[config.mk]
export PLATFORM = sky130hd
export DESIGN_NAME = main_fsm_flat
export DESIGN_NICKNAME = d
export VERILOG_FILES = /design/src/rtl/main_fsm_pkg.sv /design/src/rtl/main_fsm_if.sv /design/src/rtl/main_fsm.sv /design/src/flat_wrapper.sv
export SDC_FILE = /design/constraint.sdc
export NUM_CORES = 1
export LEC_CHECK = 0
export ABC_AREA = 1
export ABC_CLOCK_PERIOD_IN_PS = 1500
export CORE_AREA = 2 2 41 43
export DETAILED_ROUTE_END_ITERATION = 10
export DIE_AREA = 0 0 43 45
export GPL_ROUTABILITY_DRIVEN = 0
export PLACE_DENSITY = 0.81
export SYNTH_ARGS = -nofsm -noshare
export SYNTH_HDL_FRONTEND = slang
export SYNTH_SLANG_ARGS = --single-unit
export TNS_END_PERCENT = 10
[constraint.sdc]
create_clock -name clk -period 1.5 [get_ports clk]
set_clock_uncertainty 0.1 [all_clocks]
set_input_delay 0.3 -clock clk [delete_from_list [all_inputs] [get_ports clk]]
set_output_delay 0.3 -clock clk [all_outputs]
set_load 0.01 [all_outputs]
[src/rtl/main_fsm_pkg.sv]
// Shared control encodings for the multicycle RISC-V controller.
package main_fsm_pkg;

    typedef enum logic [3:0] {
        S_FETCH    = 4'd0,
        S_DECODE   = 4'd1,
        S_MEMADR   = 4'd2,
        S_MEMREAD  = 4'd3,
        S_MEMWB    = 4'd4,
        S_MEMWRITE = 4'd5,
        S_EXECR    = 4'd6,
        S_ALUWB    = 4'd7,
        S_EXECI    = 4'd8,
        S_JAL      = 4'd9,
        S_BEQ      = 4'd10
    } state_t;

    localparam logic [1:0] ALUOP_ADD   = 2'b00;
    localparam logic [1:0] ALUOP_SUB   = 2'b01;
    localparam logic [1:0] ALUOP_FUNCT = 2'b10;

    localparam logic [1:0] RES_ALUOUT = 2'b00;
    localparam logic [1:0] RES_DATA   = 2'b01;
    localparam logic [1:0] RES_ALURES = 2'b10;

    localparam logic [1:0] SRCA_PC    = 2'b00;
    localparam logic [1:0] SRCA_OLDPC = 2'b01;
    localparam logic [1:0] SRCA_RD1   = 2'b10;

    localparam logic [1:0] SRCB_RD2   = 2'b00;
    localparam logic [1:0] SRCB_IMM   = 2'b01;
    localparam logic [1:0] SRCB_FOUR  = 2'b10;

    localparam logic [6:0] OP_LW        = 7'b0000011;
    localparam logic [6:0] OP_SW        = 7'b0100011;
    localparam logic [6:0] OP_RTYPE     = 7'b0110011;
    localparam logic [6:0] OP_ITYPE_ALU = 7'b0010011;
    localparam logic [6:0] OP_JAL       = 7'b1101111;
    localparam logic [6:0] OP_BEQ       = 7'b1100011;

endpackage

[src/rtl/main_fsm_if.sv]
// Control bundle between the main FSM and the datapath/ALU decoder.
interface main_fsm_if;
    import main_fsm_pkg::*;

    logic [6:0] op;
    logic       zero;
    logic       PCWrite;
    logic       AdrSrc;
    logic       MemWrite;
    logic       IRWrite;
    logic [1:0] ResultSrc;
    logic [1:0] ALUSrcA;
    logic [1:0] ALUSrcB;
    logic [1:0] ALUOp;
    logic       RegWrite;
    logic       illegal;
    logic [3:0] state_o;

    modport master (
        output op, zero,
        input  PCWrite, AdrSrc, MemWrite, IRWrite, ResultSrc,
        input  ALUSrcA, ALUSrcB, ALUOp, RegWrite, illegal, state_o
    );

    modport slave (
        input  op, zero,
        output PCWrite, AdrSrc, MemWrite, IRWrite, ResultSrc,
        output ALUSrcA, ALUSrcB, ALUOp, RegWrite, illegal, state_o
    );

endinterface

[src/rtl/main_fsm.sv]
// Multicycle control FSM: sequences fetch/decode/execute/memory/writeback.
module main_fsm
    import main_fsm_pkg::*;
(
    input  logic       clk,
    input  logic       reset,
    main_fsm_if.slave  bus
);

    state_t state;
    state_t next;
    logic   pc_update;
    logic   branch;
    logic   illegal_d;

    always_ff @(posedge clk) begin
        if (reset) state <= S_FETCH;
        else       state <= next;
    end

    always_comb begin
        next      = S_FETCH;
        illegal_d = 1'b0;
        case (state)
            S_FETCH:  next = S_DECODE;
            S_DECODE: begin
                case (bus.op)
                    OP_LW, OP_SW: next = S_MEMADR;
                    OP_RTYPE:     next = S_EXECR;
                    OP_ITYPE_ALU: next = S_EXECI;
                    OP_JAL:       next = S_JAL;
                    OP_BEQ:       next = S_BEQ;
                    default: begin
                        next      = S_FETCH;
                        illegal_d = 1'b1;
                    end
                endcase
            end
            S_MEMADR: begin
                if (bus.op == OP_LW)      next = S_MEMREAD;
                else if (bus.op == OP_SW) next = S_MEMWRITE;
                else                      next = S_FETCH;
            end
            S_MEMREAD: next = S_MEMWB;
            S_EXECR,
            S_EXECI,
            S_JAL:     next = S_ALUWB;
            default:   next = S_FETCH;
        endcase
    end

    always_comb begin
        pc_update     = 1'b0;
        branch        = 1'b0;
        bus.AdrSrc    = 1'b0;
        bus.MemWrite  = 1'b0;
        bus.IRWrite   = 1'b0;
        bus.ResultSrc = RES_ALUOUT;
        bus.ALUSrcA   = SRCA_PC;
        bus.ALUSrcB   = SRCB_RD2;
        bus.ALUOp     = ALUOP_ADD;
        bus.RegWrite  = 1'b0;
        case (state)
            S_FETCH: begin
                bus.IRWrite   = 1'b1;
                bus.ALUSrcB   = SRCB_FOUR;
                bus.ResultSrc = RES_ALURES;
                pc_update     = 1'b1;
            end
            S_DECODE: begin
                bus.ALUSrcA = SRCA_OLDPC;
                bus.ALUSrcB = SRCB_IMM;
            end
            S_MEMADR: begin
                bus.ALUSrcA = SRCA_RD1;
                bus.ALUSrcB = SRCB_IMM;
            end
            S_MEMREAD: bus.AdrSrc = 1'b1;
            S_MEMWB: begin
                bus.ResultSrc = RES_DATA;
                bus.RegWrite  = 1'b1;
            end
            S_MEMWRITE: begin
                bus.AdrSrc   = 1'b1;
                bus.MemWrite = 1'b1;
            end
            S_EXECR: begin
                bus.ALUSrcA = SRCA_RD1;
                bus.ALUOp   = ALUOP_FUNCT;
            end
            S_EXECI: begin
                bus.ALUSrcA = SRCA_RD1;
                bus.ALUSrcB = SRCB_IMM;
                bus.ALUOp   = ALUOP_FUNCT;
            end
            S_ALUWB: bus.RegWrite = 1'b1;
            S_JAL: begin
                bus.ALUSrcA = SRCA_OLDPC;
                bus.ALUSrcB = SRCB_FOUR;
                pc_update   = 1'b1;
            end
            S_BEQ: begin
                bus.ALUSrcA = SRCA_RD1;
                bus.ALUOp   = ALUOP_SUB;
                branch      = 1'b1;
            end
            default: ;
        endcase
        // Reset overrides: no writes, selects parked at their FETCH values.
        if (reset) begin
            pc_update     = 1'b0;
            branch        = 1'b0;
            bus.AdrSrc    = 1'b0;
            bus.MemWrite  = 1'b0;
            bus.IRWrite   = 1'b0;
            bus.RegWrite  = 1'b0;
            bus.ResultSrc = RES_ALURES;
            bus.ALUSrcA   = SRCA_PC;
            bus.ALUSrcB   = SRCB_FOUR;
            bus.ALUOp     = ALUOP_ADD;
        end
    end

    assign bus.PCWrite = (branch & bus.zero) | pc_update;
    assign bus.illegal = illegal_d & ~reset;
    assign bus.state_o = reset ? 4'd0 : state;

endmodule

[src/flat_wrapper.sv]
// flat-port wrapper written by rule: the top's interface ports become plain ports
module main_fsm_flat import main_fsm_pkg::*;
  (clk, reset, bus_op, bus_zero, bus_PCWrite, bus_AdrSrc, bus_MemWrite, bus_IRWrite, bus_ResultSrc, bus_ALUSrcA, bus_ALUSrcB, bus_ALUOp, bus_RegWrite, bus_illegal, bus_state_o);
  main_fsm_if bus_i ();
  input  logic clk;
  input  logic reset;
  input wire logic [$bits(bus_i.op)-1:0] bus_op;
  input wire logic [$bits(bus_i.zero)-1:0] bus_zero;
  output wire logic [$bits(bus_i.PCWrite)-1:0] bus_PCWrite;
  output wire logic [$bits(bus_i.AdrSrc)-1:0] bus_AdrSrc;
  output wire logic [$bits(bus_i.MemWrite)-1:0] bus_MemWrite;
  output wire logic [$bits(bus_i.IRWrite)-1:0] bus_IRWrite;
  output wire logic [$bits(bus_i.ResultSrc)-1:0] bus_ResultSrc;
  output wire logic [$bits(bus_i.ALUSrcA)-1:0] bus_ALUSrcA;
  output wire logic [$bits(bus_i.ALUSrcB)-1:0] bus_ALUSrcB;
  output wire logic [$bits(bus_i.ALUOp)-1:0] bus_ALUOp;
  output wire logic [$bits(bus_i.RegWrite)-1:0] bus_RegWrite;
  output wire logic [$bits(bus_i.illegal)-1:0] bus_illegal;
  output wire logic [$bits(bus_i.state_o)-1:0] bus_state_o;
  assign bus_i.op = bus_op;
  assign bus_i.zero = bus_zero;
  assign bus_PCWrite = bus_i.PCWrite;
  assign bus_AdrSrc = bus_i.AdrSrc;
  assign bus_MemWrite = bus_i.MemWrite;
  assign bus_IRWrite = bus_i.IRWrite;
  assign bus_ResultSrc = bus_i.ResultSrc;
  assign bus_ALUSrcA = bus_i.ALUSrcA;
  assign bus_ALUSrcB = bus_i.ALUSrcB;
  assign bus_ALUOp = bus_i.ALUOp;
  assign bus_RegWrite = bus_i.RegWrite;
  assign bus_illegal = bus_i.illegal;
  assign bus_state_o = bus_i.state_o;
  main_fsm u_core (.clk(clk), .reset(reset), .bus(bus_i));
endmodule
==> results by group, run 1 <==
Run status
  – Status: complete, but fails checks
  – Failing checks: negative setup slack

STA
  – Final Critical Period: around 1.7 ns
  – Hold Vio Cnt, Final: 0
  – Highest clock rate: between 500 and 600 MHz
  – Max-slew violations: 0
  – RSZ-0062 raised after global routing: yes
  – Slew HR: slightly above 80%
  – Final worst slack: -0.224 ns
  – Final period util: 115%
  – # setup viols final: 17
  – Worst Tran Pin Value: roughly 0.26 ns

Place
  – IO buf count: 27
  – DP HPWL: about 1500 um
  – DP Area: around 0.0010 mm2

Floorplan
  – Die Height: roughly 45 um
  – Die area: 0.00194 mm2
  – Die W: 43 um
  – Row count: 14
  – I/O pin cnt: 28
  – Initial core utilization: 35.3%
  – Core area: 0.00147 mm2

Synthesis
  – Mapped Cells: between 100 and 150
  – Post-Syn Nets: approximately 120
  – Number of distinct library cells after synthesis: 16
  – Post-synth top area cell: nand2_1
  – Top FF cell, synth: dfxtp_1
  – Yosys top cell area share: around 22%
  – Top cells by area, synth: nand2_1, nor2_1, dfxtp_1
  – FFs w/ async S/R, synth: 0%
  – Synth Cell Area: ~520 um2
  – Sequential area share after synthesis: between 10% and 20%
  – Most common cell in the netlist: nand2_1
  – Synth cell count leaders: nand2_1, nor2_1, inv_1, nand3_1
  – Post-Syn Area per Cell: 4.81 um2
  – Synth Warn #: 0
  – Register bit total from synthesis: 4
  – Post-synth EDFFs: 0

Power and ir drop
  – Pleak: 0.693 nW
  – Maximum vdd drop: 0.457 mV
  – Power Density: approximately 360 mW/mm2

Worst setup path
  – Crit path kind: reg2out
  – Worst-path fanout max: 4
  – Crit path DAT: 1.32 ns
  – Critical Path RT: around 1.1 ns
  – Startpoint Class: flip-flop
  – Nature of the critical path endpoint: output pin

CTS
  – H-tree depth: 1
  – Clk_lat worst skew: 0.24 ns
  – Hold-fix buffers at CTS: 0
  – Num CTS Buffers: 3
  – Clk slew on worst S/H paths: about 0.04 ns
  – TritonCTS Sinks: 4
  – Max Root-Sink Buffers: 2
  – Clock Root Buffer: clkbuf_4
  – CTS tree: yes

Flow run
  – Max_cap viols: 0

Global route
  – Initial antenna violation count: 0
  – Global route overflow: 0
  – GRT Overall Usage: approximately a quarter
  – Vias in the first global route: about 1000
  – Largest net degree at the start of global routing: 11
  – First-pass GRT wire length: roughly 3800 um

Routing
  – Final wirelength: ~2700 um
  – DRC: 0
  – Antenna-violating nets left: 0
  – WL/cell: 14.2 um
  – Via density per instance: roughly 5.2
  – Initial drt markers: 30
  – Via count: about 1000
  – Router iterations before antenna repair: 4

Finish
  – Layout cells sized above 1: 61.0%
  – Area delta synth->final: 134%
  – Nets: 189
  – # diodes: 0
  – Fin area: ~0.0012 mm2
  – Largest Register: u_core.state
  – Largest regs: u_core.state x4
  – Util after Layout: 82.7%
  – Flip-flop count of the largest register after layout: 4

Min path
  – Worst hold path type: in2reg
## worst max-delay path, cell delays in order, from the launching register on
cell     delay [ns]
dfxtp_4        0.37
buf_6          0.13
nand2_2        0.06
inv_2          0.05
nor2_4         0.11
nand2_1        0.06
a21oi_1        0.15
buf_2          0.15
## path summary, 6_finish.rpt
check	start	endpoint	slack, ns	depth (start not counted)
setup / recovery	u_core.state[0]$_SDFF_PP0_	bus_ALUSrcB[0]	-0.22	7
hold / removal	reset	u_core.state[2]$_SDFF_PP0_	0.54	3
setup reg to reg	u_core.state[0]$_SDFF_PP0_	u_core.state[0]$_SDFF_PP0_	-0.08	12
hold reg to reg	u_core.state[3]$_SDFF_PP0_	u_core.state[3]$_SDFF_PP0_	0.64	4
## layout make-up
cell class              instances  area, um2
repair buffers                 67        507
multi-input cells              84        493
fillers                        92        255
flip-flops and latches          4       92.6
inverters                      19       81.3
clock buffers                   3       22.5
well taps                      16       20.0
## cell families after synthesis
family	count (synthesis)	synth area share, %
simple gates	79	65.1
compound gates	5	5.06
flops	4	15.4
buf+inv	20	14.5
## timing repair
item,CTS,global route
buffers inserted,11,3
gates resized for setup,122,25
pin swaps,13,14
endpoints found under the setup margin,18,19
## stage by stage
step / power [mW] / instances / TNS [ns] / setup WS, ns / hold WS [ns]
2_1_floorplan: 0.173 / 108 / 0 / 0.0226 / 0.399
3_3_place_gp: 0.271 / 176 / -10.41 / -0.740 / 0.528
3_5_place_dp: 0.275 / 176 / -10.82 / -0.770 / 0.530
4_1_cts: 0.417 / 190 / -1.63 / -0.167 / 0.519
5_1_grt: 0.464 / 193 / -3.49 / -0.276 / 0.566
6_report: 0.441 / 193 / -2.50 / -0.224 / 0.544
## where the power goes
group	total [mW]	switching, mW	leakage (nW)	internal, mW
registers	0.114	0.00791	0.0352	0.106
clock network	0.135	0.0452	0.0138	0.0896
logic	0.192	0.0972	0.644	0.0951
total	0.441	0.150	0.693	0.291
## layout by cell type, fill, tap and decap left out, types with 2 or more instances in the layout
cell,n
buf_4,34
nand2_1,20
nor2_1,18
buf_2,16
nand2_2,10
inv_1,9
buf_6,8
nor2_2,7
nand3_1,7
dlygate4sd2_1,7
nor2_4,6
inv_2,6
inv_4,4
nand3_2,3
clkbuf_4,3
dfxtp_4,3
nor3_2,2
nand2_4,2
a21oi_1,2
nor3_1,2
## routing by layer
metal  track usage (%)  routed length [um]
met3              4.80                 157
met5                 0                   0
met4              9.70                 108
met2              54.2                1480
met1              24.2                 992
Note: power is estimated with default switching activity, not from simulation.
==> run 2, diff against run 1 <==
Settings changed: CORE_AREA 2 2 41 43 to 2 2 40 42, CTS_BUF_LIST set to sky130_fd_sc_hd__clkbuf_2, DIE_AREA 0 0 43 45 to 0 0 42 44, PLACE_DENSITY 0.81 to 0.85.
==> run 2 against run 1 <==
The run still ends with negative setup slack left. Cell area shrank 6.5%. Sequential cell count is the same. Combinational power shrank 11%. Fmax grew 4.3%. First-iteration DRC count shrank 47%. Largest power group unchanged. Global-route usage shrank 1.3 points. Non-clock buffer count shrank 8.
==> results by group, run 2 (same netlist as run 1, synthesis figures left out) <==
Run status
  – Status: complete, but fails checks
  – Failing checks: negative setup slack

Place
  – DP HPWL: 1490 um (+1.2%)
  – Placed cells: 175 (-0.57%)
  – IO buf count: 27 (unchanged)
  – DP Area: 998 um2 (-0.75%)
  – DP Worst Slack: -0.809 ns (-0.0389 ns)

STA
  – Max-slew violations: 0 (unchanged)
  – Final setup TNS: -1.43 ns (+1.07 ns)
  – Worst Tran Pin Value: 0.232 ns (-0.0322 ns)
  – Slew HR: 84.5% (+2.3 points)
  – Highest clock rate: 605 MHz (+4.3%)
  – Final Critical Period: 1.65 ns (-0.0708 ns)
  – RSZ-0062 raised after global routing: yes
  – # setup viols final: 17 (unchanged)
  – Final period util: 110% (-4.7 points)
  – Final worst slack: -0.153 ns (+0.0708 ns)
  – Hold Vio Cnt, Final: 0 (unchanged)
  – Worst hold slack: 0.556 ns (+0.0115 ns)

Worst setup path
  – Crit path kind: reg2out
  – CP dominant cell by count: nand2_1
  – Crit path cell chain: buf_4 > nand2_1 > inv_1 > nand2_1 > o22ai_1 > buf_2
  – Max stage delay on crit path: 0.40 ns (+0.03 ns)
  – Slowest-stage cell, CP: dfxtp_2
  – Startpoint Class: flip-flop
  – Crit path DAT: 1.25 ns (-0.07 ns)
  – Worst-path fanout max: 4 (unchanged)
  – Nature of the critical path endpoint: output pin
  – Critical Path RT: 1.10 ns (about the same)

Routing
  – Via count: 915 (-8.2%)
  – Router iterations before antenna repair: 4 (unchanged)
  – DRC: 0 (unchanged)
  – Final wirelength: 2230 um (-19%)
  – Antenna-violating nets left: 0 (unchanged)
  – WL/cell: 12.1 um (-15%)
  – Initial drt markers: 16 (-47%)
  – Via density per instance: 4.95 (-4.3%)

Finish
  – Area delta synth->final: 119%
  – # diodes: 0 (unchanged)
  – Largest Register: u_core.state
  – Util after Layout: 80.2% (-2.5 points)
  – Most common cell after layout, fill and taps aside: buf_4
  – Layout cells sized above 1: 59.2% (-1.8 points)
  – Flip-flop count of the largest register after layout: 4 (unchanged)
  – Final cell count without fillers: 185 (-4.1%)
  – Largest regs: u_core.state x4
  – Most frequent cells in the layout: buf_4, nor2_1, nand2_1, nand2_2
  – Nets: 181 (-4.2%)
  – Fin area: 0.00114 mm2 (-6.5%)
  – Final-layout fill cell count: 99 (+7.6%)

Floorplan
  – Die Height: 44 um (-2.2%)
  – I/O pin cnt: 28 (unchanged)
  – Die W: 42 um (-2.3%)
  – Initial core utilization: 36.6% (+1.3 points)
  – Core area: 0.00142 mm2 (-3.6%)
  – Die area: 0.00185 mm2 (-4.5%)
  – Row count: 14 (unchanged)

CTS
  – TritonCTS Sinks: 4 (unchanged)
  – Clk_lat worst skew: 0.18 ns (-0.06 ns)
  – Hold-fix buffers at CTS: 0 (unchanged)
  – Clk slew on worst S/H paths: 0.04 ns (about the same)
  – CTS tree: yes
  – Max Root-Sink Buffers: 2 (unchanged)
  – Num CTS Buffers: 3 (unchanged)
  – H-tree depth: 1 (unchanged)
  – Clock Root Buffer: clkbuf_2

Power and ir drop
  – Maximum vdd drop: 0.497 mV (+9.0%)
  – Power Density: 323 mW/mm2 (-11%)
  – Pleak: 0.635 nW (-8.4%)
  – Tot Pwr: 0.368 mW (-17%)

Global route
  – GRT Overall Usage: 24.4% (-1.3 points)
  – First-pass GRT wire length: 3480 um (-8.5%)
  – Largest net degree at the start of global routing: 10 (-1)
  – Initial antenna violation count: 0 (unchanged)
  – Vias in the first global route: 881 (-12%)
  – Global route overflow: 0 (unchanged)

Flow run
  – Max_cap viols: 0 (unchanged)

Min path
  – Worst hold path type: in2reg
run 2: worst paths after layout:
| kind | startpoint | end | slack [ns] | cells past startpoint |
|---|---|---|---|---|
| min | bus_op[2] | u_core.state[1]$_SDFF_PP0_ | 0.56 | 8 |
| max | u_core.state[0]$_SDFF_PP0_ | bus_AdrSrc | -0.15 | 6 |
| min reg2reg | u_core.state[3]$_SDFF_PP0_ | u_core.state[3]$_SDFF_PP0_ | 0.60 | 4 |
| max reg2reg | u_core.state[0]$_SDFF_PP0_ | u_core.state[0]$_SDFF_PP0_ | 0.08 | 10 |
run 2: critical path: cells and delay by family, from the launching register on:
kind,cells,cell delay (ns)
simple gates,2,0.13
compound gates,1,0.14
flops,1,0.40
buf+inv,3,0.39
run 2: power by group:
group	total, mW	switching [mW]	internal [mW]
clock	0.0853	0.0316	0.0537
sequential	0.112	0.00630	0.105
combinational	0.171	0.0908	0.0801
run 2: final cells by class:
class	instances	area, um2	share of cell area [%]
Timing Repair Buffer	59	463	40.7
Inverter	19	73.8	6.49
Tap cell	16	20.0	1.76
Clock buffer	3	15.0	1.32
Sequential cell	4	92.6	8.14
Multi-Input combinational cell	84	473	41.6
run 2: layer usage:
metal  vias to the layer above  global-route usage (%)  wire length (um)
li1                        458                       -                 -
met1                       404                    23.2               812
met2                        45                    51.2              1220
met3                         8                    2.92               134
met4                         0                    11.0                67
met5                         -                       0                 0
run 2: what timing repair did:
item / in CTS / in global routing
gates cloned: 0 / 0
pin swaps: 8 / 4
setup buffers: 7 / 0
setup endpoints to repair: 18 / 19
gates resized for setup: 117 / 17
hold endpoints to repair: 0 / 0
